## config.mk

```make
export PLATFORM = sky130hd
export DESIGN_NAME = fetch_prefetch_queue
export DESIGN_NICKNAME = d
export VERILOG_FILES = /design/src/rtl/fetch_prefetch_queue.sv
export SDC_FILE = /design/constraint.sdc
export NUM_CORES = 1
export LEC_CHECK = 0
export ABC_AREA = 0
export CORE_MARGIN = 8
export CORE_UTILIZATION = 60
export DETAILED_ROUTE_END_ITERATION = 10
export PLACE_DENSITY = 0.85
export RECOVER_POWER = 25
export SYNTH_ARGS = -nofsm -noshare
export SYNTH_HDL_FRONTEND = slang
export SYNTH_SLANG_ARGS = --single-unit
```

## constraint.sdc

```tcl
create_clock -name clk -period 7.3 [get_ports clk]
set_clock_uncertainty 0.05 [all_clocks]
set_input_delay 1.46 -clock clk [delete_from_list [all_inputs] [get_ports clk]]
set_output_delay 1.46 -clock clk [all_outputs]
set_load 0.03 [all_outputs]
```

## src/rtl/fetch_prefetch_queue.sv

```systemverilog
// Instruction fetch front end: sequential fetch, in-order response queue, redirect flush.
// Optional macro PREFETCH_BYPASS_EN forwards a response to IF/ID in the same cycle when the queue is empty.
module fetch_prefetch_queue #(
   parameter int          DEPTH    = 4,
   parameter logic [63:0] RESET_PC = 64'h0
) (
   input  logic        clk,
   input  logic        reset,
   input  logic        redirect,
   input  logic [63:0] redirect_pc,
   output logic        imem_req,
   output logic [63:0] imem_addr,
   input  logic        imem_ready,
   input  logic        imem_rvalid,
   input  logic [31:0] imem_rdata,
   output logic        out_valid,
   output logic [31:0] out_instr,
   output logic [63:0] out_pc,
   input  logic        out_ready
);

   localparam int AW = $clog2(DEPTH);
   localparam int CW = $clog2(DEPTH + 1);
   localparam logic [CW-1:0] ZERO_C  = {CW{1'b0}};
   localparam logic [CW:0]   DEPTH_C = (CW+1)'(DEPTH);

   logic [63:0]   fetch_pc_r;
   logic [63:0]   resp_pc_r;
   logic [63:0]   pc_mem_r    [DEPTH];
   logic [31:0]   instr_mem_r [DEPTH];
   logic [AW-1:0] rd_ptr_r;
   logic [AW-1:0] wr_ptr_r;
   logic [CW-1:0] count_r;
   logic [CW-1:0] inflight_r;
   logic [CW-1:0] drop_cnt_r;

   logic [CW:0]   credit_s;
   logic          accept_s;
   logic          resp_ok_s;
   logic          keep_s;
   logic          byp_s;
   logic          push_s;
   logic          pop_s;

   // Issue credit covers both queued words and outstanding requests, so a kept response always has a slot.
   assign credit_s  = {1'b0, inflight_r} + {1'b0, count_r};
   assign imem_req  = !reset && !redirect && (credit_s < DEPTH_C);
   assign imem_addr = fetch_pc_r;
   assign accept_s  = imem_req && imem_ready;
   assign resp_ok_s = !reset && imem_rvalid && (inflight_r != ZERO_C);
   assign keep_s    = resp_ok_s && (drop_cnt_r == ZERO_C);
   assign pop_s     = !reset && !redirect && out_ready && (count_r != ZERO_C);
   assign push_s    = keep_s && !redirect && !(byp_s && out_ready);

   // Output selection: queue head, or the live response when bypass is enabled and the queue is empty.
   always_comb begin
      byp_s     = 1'b0;
      out_valid = !reset && !redirect && (count_r != ZERO_C);
      out_instr = instr_mem_r[rd_ptr_r];
      out_pc    = pc_mem_r[rd_ptr_r];
`ifdef PREFETCH_BYPASS_EN
      if (keep_s && !redirect && (count_r == ZERO_C)) begin
         byp_s     = 1'b1;
         out_valid = 1'b1;
         out_instr = imem_rdata;
         out_pc    = resp_pc_r;
      end else begin
         byp_s     = 1'b0;
      end
`endif
   end

   // Queue storage; contents are only meaningful under count_r, so no reset is needed.
   always_ff @(posedge clk) begin
      if (push_s) begin
         pc_mem_r[wr_ptr_r]    <= resp_pc_r;
         instr_mem_r[wr_ptr_r] <= imem_rdata;
      end
   end

   // Control state: reset, then redirect, then normal issue/response/pop bookkeeping.
   always_ff @(posedge clk) begin
      if (reset) begin
         fetch_pc_r <= RESET_PC;
         resp_pc_r  <= RESET_PC;
         rd_ptr_r   <= {AW{1'b0}};
         wr_ptr_r   <= {AW{1'b0}};
         count_r    <= ZERO_C;
         inflight_r <= ZERO_C;
         drop_cnt_r <= ZERO_C;
      end else if (redirect) begin
         fetch_pc_r <= redirect_pc;
         resp_pc_r  <= redirect_pc;
         rd_ptr_r   <= {AW{1'b0}};
         wr_ptr_r   <= {AW{1'b0}};
         count_r    <= ZERO_C;
         // Everything still outstanding after this cycle's response belongs to the abandoned stream.
         inflight_r <= inflight_r - CW'(resp_ok_s);
         drop_cnt_r <= inflight_r - CW'(resp_ok_s);
      end else begin
         if (accept_s) begin
            fetch_pc_r <= fetch_pc_r + 64'd4;
         end
         if (keep_s) begin
            resp_pc_r <= resp_pc_r + 64'd4;
         end
         if (resp_ok_s && (drop_cnt_r != ZERO_C)) begin
            drop_cnt_r <= drop_cnt_r - CW'(1'b1);
         end
         if (push_s) begin
            wr_ptr_r <= wr_ptr_r + AW'(1'b1);
         end
         if (pop_s) begin
            rd_ptr_r <= rd_ptr_r + AW'(1'b1);
         end
         inflight_r <= inflight_r + CW'(accept_s) - CW'(resp_ok_s);
         count_r    <= count_r + CW'(push_s) - CW'(pop_s);
      end
   end

endmodule
```

# [Word level (Yosys, flattened, before mapping)]
# Memories as Yosys holds them, arrays and structs flattened. A register that Yosys moved wholly into a read port is not among the register bits.
# Cells that the tools add are included.
[totals] inputBits=102 output_inout_bits=162 mem_count=2 reg_bits=141 ram_bits=384 elab_cells=55
[classes] mux=13 addsub=11 magnitude_cmp=1 reduce_logical=21
[mem_list] memory="pc_mem_r" depth=4 word_bits=64 rd=1 rd_clocked_by_memory_dff=1 wr=1 line="29" source="logic [63:0] pc_mem_r [DEPTH];"
[mem_list] memory="instr_mem_r" depth=4 word_bits=32 rd=1 rd_clocked_by_memory_dff=1 wr=1 line="30" source="logic [31:0] instr_mem_r [DEPTH];"
[op_table] cell="two-way mux 64 bit" n=4
[op_table] cell="adder 64 x 3 -> 64 bit, second input constant" n=2
[op_table] cell="logical AND 1 bit" n=11
[op_table] cell="two-way mux 3 bit" n=3
[op_table] cell="nonzero test 3 bit" n=3
[op_table] cell="subtractor 3 x 1 -> 3 bit" n=3
[op_table] cell="two-way mux 2 bit" n=4
[op_table] cell="adder 3 x 1 -> 3 bit" n=2
[op_table] cell="nonzero test 2 bit" n=3
[op_table] cell="adder 2 x 1 -> 2 bit, second input constant" n=2
[op_table] cell="adder 3 x 3 -> 4 bit" n=1
[op_table] cell="< comparator 4 x 3 -> 1 bit, second input constant" n=1
[op_table] cell="logical NOT 3 bit" n=1
[op_table] cell="subtractor 3 x 1 -> 3 bit, second input constant" n=1
[op_table] cell="logical NOT 1 bit" n=2
[op_table] cell="two-way mux 1 bit" n=2
[op_table] cell="OR reduction 2 bit" n=1

# [Logic depth before layout (Yosys ltp)]
# Gate-level depths: netlist of run 1.
[logic_depth] ltp_word=7 depth_mapped=16 mapped_depth_nobuf=13

# [Worst setup path before layout of run 1]
# OpenSTA, ideal clock, no wires.
[synth_timing] kind="input-to-reg" startpoint="input port redirect" endpoint="memory instr_mem_r[0][0], enable pin" path_slack_ns=2.217 required_time_ns=6.784 path_buffers=3 arrival_time_ns=4.567 setup_time_ns=0.466 cell_stages=5 path_cell_list="clkbuf_1 > inv_1 > clkbuf_1 > clkbuf_1 > and3_1"
[synth_via] elab_chain_len=4
[synth_rtl] element="from (decl)" line="9" source="input logic redirect,"
[synth_rtl] element="logical NOT 1 bit" line="53" source="assign push_s = keep_s && !redirect && !(byp_s && out_ready);"
[synth_rtl] element="logical AND 1 bit" line="53"
[synth_rtl] element="two-way mux 1 bit" line="75" source="if (push_s) begin"
[synth_rtl] element="two-way mux 1 bit (implied by the code)" line="77" source="instr_mem_r[wr_ptr_r] <= imem_rdata;"
[synth_rtl] element="to (decl)" line="30"
# Every way passes these cells.

# [Final worst setup path of run 1]
[layout_timing] startpoint="input port reset" endpoint="output port out_valid"
[layout_via] elab_chain_len=3
[layout_rtl] element="from (decl)" line="8" source="input logic reset,"
[layout_rtl] element="logical NOT 1 bit" line="58" source="out_valid = !reset && !redirect && (count_r != ZERO_C);"
[layout_rtl] element="logical AND 1 bit (2 in a row)" line="58"
[layout_rtl] element="to (decl)" line="16" source="output logic out_valid,"
# Every way passes these cells.

==> results.cfg, run 1 <==
[pwr]
clock_power_share_pct = 39.4
power_mw = 6.50
power.share.sequential_pct = 52.4
power.switching_mw = 1.53
total_leakage_power_nw = 8.45
switching_share_pct = 23.5
p_int_mw = 4.97
combPwrFrac_pct = 8.1
vdd_drop_max_mv = 0.166
p_per_area_nw_per_um2 = 243

[global_route]
overflow = 0
antenna_found_initial = 0
grt_start_max_net_pins = 86
grt_pass1_vias = 14879
track_usage_pct = 26.7
grt_pass1_wl_um = 89500

[synthesis]
synth_area_leader_cell = edfxtp_1
yosysWarnings = 0
ys_ff_latch = 527
muxShareOfSynthArea_pct = 10.4
synth_edf_count = 384
synth-compound-area-share_pct = 6.70
synth_top_family_by_area = simple AND/OR/NAND/NOR gates
async_flop_share_pct = 0
synthSimpleGateAreaFrac_pct = 11.4
ys_top_cells_by_area = edfxtp_1 (52%), dfxtp_1 (13%), mux4_2 (9.8%), xnor2_1 (2.1%), nand2_1 (1.8%)
synth_area_um2 = 22100
synthXorXnorAreaFrac_pct = 2.90
seq_area_frac_synth_pct = 65.2
synth-main-ff-cell = edfxtp_1
yosys.area.top_type_share_pct = 52.3
avgSynthCellArea_um2 = 14.3
synthAdderAreaFrac_pct = 1.09
synth_cell_types = 71
synthCells = 1541
syn-num-nets = 1661

[layout]
area_growth_pct = 21.0
layout-drive-gt1-share_pct = 12.6
fin_area_um2 = 26700
n_fill_cell = 2256
antenna_cells = 0
final_nets = 1909

[sta]
rsz0062_at_grt = no
drv_slew = 0
setup_viol = 0
worstMarginPinSlew_ns = 1.29
layout_setup_ws_ns = 2.30
relSlewSlack_pct = 13.6
finalHoldViolations = 0
finalCritPeriodShare_pct = 68.5
tns_ns = 0
period_needed_ns = 5.00
max_freq_mhz = 200

[routing]
drtIter0Drc = 1583
drcViolationCount = 0
drtAntennaViolNets = 0
first_pass_iters = 7
vias = 14927
avgRoutedWirePerCell_um = 25.9
wl_um = 59500
via_per_inst = 6.50

[floorplanning]
core_um2 = 36400
initial_core_util_pct = 60.6
fp.dieW_um = 208
ioPinCount = 264
die_h_um = 208
fp.dieArea_um2 = 43200
core.rowCount = 70

[placed_design]
dp_slack_ns = 2.20
dpl-instance-area_um2 = 25100
hpwlAfterDp_um = 38700
gp_congestion = 0.937
numPortBuffers = 263

[cts]
cts_tree = done
cts_root_buf = clkbuf_16
cts_buffers = 51
insertion_delay_ns = 0.60
cts_buffer_depth = 3
htreeDepth = 2
clkTransAtPathRegs_ns = 0.06
cts_num_sinks = 527
post_cts_resized = 0
post_cts_buffers = 0
hold_buffers = 0

[setup_path]
cpPeakStageDelay_ns = 0.74
critPathCaptureType = primary output
timing.critical_path.arrival_ns = 3.49
critPathRequiredTime_ns = 5.79
path_cells = buf_2, buf_4, or2_2, nor2_1, clkdlybuf4s50_1
cp_max_fo = 85
cp_slowest_cell = buf_4
worstSetupStartpointType = input port
path_class = input port to primary output

[job]
drv_cap = 0

[worst_hold_path]
min_path_type = flop to flop

[run_status]
status = finished, final reports clean
==> critical path, delay by kind of cell <==
family,cells,cell delay (ns)
buf+inv,3,1.45
simple gates,2,0.57
==> placed cells by master (no fill, tap or decap), types with 14 or more instances in the layout <==
| cell type | n |
|---|---|
| dfxtp_1 | 141 |
| nand2_1 | 108 |
| nand4_1 | 47 |
| nor4_1 | 19 |
| inv_1 | 36 |
| or3_1 | 14 |
| a211oi_1 | 20 |
| nor2_1 | 81 |
| nand3_1 | 57 |
| and4_1 | 14 |
| xnor2_1 | 52 |
| clkdlybuf4s50_1 | 256 |
| a21boi_0 | 19 |
| and3_1 | 28 |
| xor2_1 | 21 |
| nor3_1 | 37 |
| o21ai_0 | 34 |
| ha_1 | 16 |
| a21oi_1 | 56 |
| clkbuf_16 | 52 |
| buf_4 | 18 |
| mux4_2 | 96 |
| o21a_1 | 17 |
| edfxtp_1 | 384 |
==> state kept, by name, indices dropped and copies added (netlist names), named ones only <==
signal,cells
resp_pc_r,64
instr_mem_r,128
wr_ptr_r,2
inflight_r,3
count_r,3
drop_cnt_r,3
rd_ptr_r,2
imem_addr,64
pc_mem_r,256
==> cell families after synthesis <==
logic type                 count (synthesis)
xor gates and xnor gates                  73
AOI/OAI and AO/OA                        225
buffers and inverters                    123
adders and majority gates                 18
DFF                                      527
and+or+nand+nor                          466
muxes                                    109
==> power by group through the flow <==
stage               clock network (mW)  logic [mW]  registers, mW
CTS                               2.58       0.526           3.40
detailed placement                   0       0.521           3.46
global placement                     0       0.509           3.46
global route                      2.69       0.559           3.42
finish                            2.56       0.528           3.41
floorplan                            0       0.250           3.47
==> worst paths after layout <==
check                startpoint       endpoint  slack [ns]  cells past startpoint
setup reg to reg  drop_cnt_r[0]  resp_pc_r[45]        3.41                      8
setup / recovery          reset      out_valid        2.30                      5
hold reg to reg    imem_addr[1]   imem_addr[1]        0.43                      2
hold / removal     imem_addr[1]   imem_addr[1]        0.43                      2
==> Yosys cell counts, types with 9 or more instances <==
library cell / count
a211oi_1: 20
a21boi_0: 19
a21oi_1: 56
a31oi_1: 13
and3_1: 32
and4_1: 14
buf_1: 14
clkbuf_1: 64
dfxtp_1: 143
edfxtp_1: 384
ha_1: 16
inv_1: 37
mux4_2: 96
nand2_1: 108
nand3_1: 57
nand4_1: 47
nor2_1: 81
nor3_1: 37
nor3_2: 9
nor4_1: 19
o21a_1: 17
o21ai_0: 34
or3_1: 14
xnor2_1: 52
xor2_1: 21
==> metal layers <==
metal | part of all wire (%) | vias up | track usage (%)
met1 | 39 | 7324 | 35.3
met4 | 3.9 | 0 | 11.0
met5 | 0 | - | 0
met3 | 9.9 | 142 | 5.77
met2 | 47 | 958 | 42.8
li1 | - | 6503 | -
==> per-stage QoR <==
step	hold slack [ns]	cells	utilization, %
2_1_floorplan	0.410	1541	-
4_1_cts	0.433	2297	73.3
6_report	0.429	2297	73.3
3_3_place_gp	0.421	2204	68.9
3_5_place_dp	0.425	2204	68.9
5_1_grt	0.447	2297	73.3
==> layout make-up <==
cell class | instances | area, um2 | area share [%]
Inverter | 37 | 141 | 0.530
Sequential cell | 527 | 14400 | 53.9
Timing Repair Buffer | 281 | 2760 | 10.3
Multi-Input combinational cell | 891 | 7200 | 27.0
Tap cell | 468 | 586 | 2.19
Clock buffer | 69 | 1410 | 5.26
Clock inverter | 24 | 204 | 0.764
Power figures use the tool's default switching activity.
==> run 2: changes to the inputs <==
--- a/config.mk
+++ b/config.mk
@@ -7,9 +7,9 @@
 export LEC_CHECK = 0
 export ABC_AREA = 0
 export CORE_MARGIN = 8
-export CORE_UTILIZATION = 60
+export CORE_UTILIZATION = 51
 export DETAILED_ROUTE_END_ITERATION = 10
-export PLACE_DENSITY = 0.85
+export PLACE_DENSITY = 0.77
 export RECOVER_POWER = 25
 export SYNTH_ARGS = -nofsm -noshare
 export SYNTH_HDL_FRONTEND = slang
==> constraint.sdc (replaced) <==
create_clock -name clk -period 4.35 [get_ports clk]
set_clock_uncertainty 0.05 [all_clocks]
set_input_delay 0.87 -clock clk [delete_from_list [all_inputs] [get_ports clk]]
set_output_delay 0.87 -clock clk [all_outputs]
set_load 0.03 [all_outputs]
==> run 2 against run 1 <==
  * Register-to-register slack worse by 2.6 ns
  * Clock power up 79%
  * Worst hold slack worse by 0.0014 ns
  * Sequential cell count unchanged
  * Setup slack worse by 1.7 ns
  * Final cell count up 5.9%
  * Clock-buffer cell count up 3
  * Largest cell class unchanged
  * Die area up 16%
  * First-iteration DRC count down 10%
  * Via count down 1.8%
==> results.cfg, run 2 (synthesized netlist as in run 1, its figures left out) <==
[sta]
relSlewSlack_pct = 23.6
drv_slew = 0
rsz0062_at_grt = no
tns_ns = 0
max_freq_mhz = 268
finalCritPeriodShare_pct = 85.8
finalHoldViolations = 0
setup_viol = 0
period_needed_ns = 3.73
worstMarginPinSlew_ns = 1.14

[pwr]
vdd_drop_max_mv = 0.283
power_mw = 11.2
total_leakage_power_nw = 8.62
p_per_area_nw_per_um2 = 411

[cts]
insertion_delay_ns = 0.59
clkTransAtPathRegs_ns = 0.06
htreeDepth = 2
post_cts_buffers = 0
cts_root_buf = clkbuf_16
cts_tree = done
post_cts_resized = 0
hold_buffers = 0
cts_num_sinks = 527
cts_buffer_depth = 3
cts_buffers = 52

[routing]
drcViolationCount = 0
avgRoutedWirePerCell_um = 24.2
wl_um = 58900
drtIter0Drc = 1420
via_per_inst = 6.03
first_pass_iters = 5
drtAntennaViolNets = 0
vias = 14663

[layout]
area_growth_pct = 23.2
fin_area_um2 = 27200
layout-drive-gt1-share_pct = 13.8
final_cell_mix = edfxtp_1 (384), clkdlybuf4s50_1 (258), dfxtp_1 (141)
antenna_cells = 0
reg_top3 = pc_mem_r x256, instr_mem_r x128
layout_commonest_cell = edfxtp_1
top_register = pc_mem_r
n_fill_cell = 3132
largest_reg_flops = 256
final_nets = 1930

[setup_path]
path_class = flop to primary output
worstSetupStartpointType = flop
timing.critical_path.arrival_ns = 2.81
cp_max_fo = 31
critPathCaptureType = primary output
critPathRequiredTime_ns = 3.43

[global_route]
grt_pass1_vias = 14485
antenna_found_initial = 2
grt_most_used_layer = met2
track_usage_pct = 22.9
grt_start_max_net_pins = 83
grt_use_met1_pct = 30.7
grt_pass1_wl_um = 88600
grt_use_met3_pct = 5.85
overflow = 0
gr-usage-met2_pct = 35.8

[placed_design]
gp_congestion = 0.899
dpl-instance-area_um2 = 25500
numPortBuffers = 263
hpwlAfterDp_um = 40100

[floorplanning]
ioPinCount = 264
core_um2 = 42900
initial_core_util_pct = 51.4
die_h_um = 224
fp.dieW_um = 224
fp.dieArea_um2 = 50200
core.rowCount = 76

[worst_hold_path]
min_path_type = flop to flop

[run_status]
status = finished, final reports clean

[job]
drv_cap = 0
==> run 2: area by class of cell <==
class                   count  area [um2]  area share (%)
clock buffers              72        1480            5.44
clock inverters            19         255           0.939
inverters                  37         141           0.520
multi-input cells         891        7200            26.5
flip-flops and latches    527       14400            53.0
well taps                 585         732            2.69
repair buffers            301        2980            10.9
==> run 2: worst max-delay path: stages, from the launching register on <==
cell	delay, ns
dfxtp_4	0.66
buf_4	0.50
mux4_2	0.44
clkdlybuf4s50_1	0.63
==> run 2: layer usage <==
metal / vias up / share of wire (%) / wire length [um]
met5: - / 0.019 / 11
met3: 102 / 9.0 / 5300
met2: 667 / 46 / 27400
met1: 7341 / 41 / 24200
li1: 6551 / - / -
met4: 2 / 3.5 / 2040
==> run 2: per-stage QoR <==
| stage | worst slack [ns] | hold WS [ns] | instances | util [%] |
|---|---|---|---|---|
| floorplan | 0.508 | 0.410 | 1541 | - |
| global placement | 0.862 | 0.402 | 2341 | 59.4 |
| detailed placement | 0.735 | 0.418 | 2341 | 59.4 |
| CTS | 0.521 | 0.428 | 2432 | 63.4 |
| global route | 0.529 | 0.450 | 2432 | 63.4 |
| finish | 0.620 | 0.428 | 2432 | 63.4 |
==> run 2: worst paths after layout <==
path	slack (ns)	endpoint	start	cells past startpoint
worst max-delay path	0.62	out_pc[17]	flop	3
worst min-delay path	0.43	imem_addr[0]	imem_addr[0]	2
worst max register to register	0.80	resp_pc_r[45]	resp_pc_r[19]	7
worst min register to register	0.43	imem_addr[0]	imem_addr[0]	2
==> run 2: power by group <==
part / leakage [nW] / total (mW) / internal (mW) / switching, mW
registers: 4.68 / 5.70 / 5.53 / 0.176
clock network: 0.842 / 4.57 / 2.73 / 1.84
logic: 3.10 / 0.899 / 0.382 / 0.518
total: 8.62 / 11.2 / 8.63 / 2.54
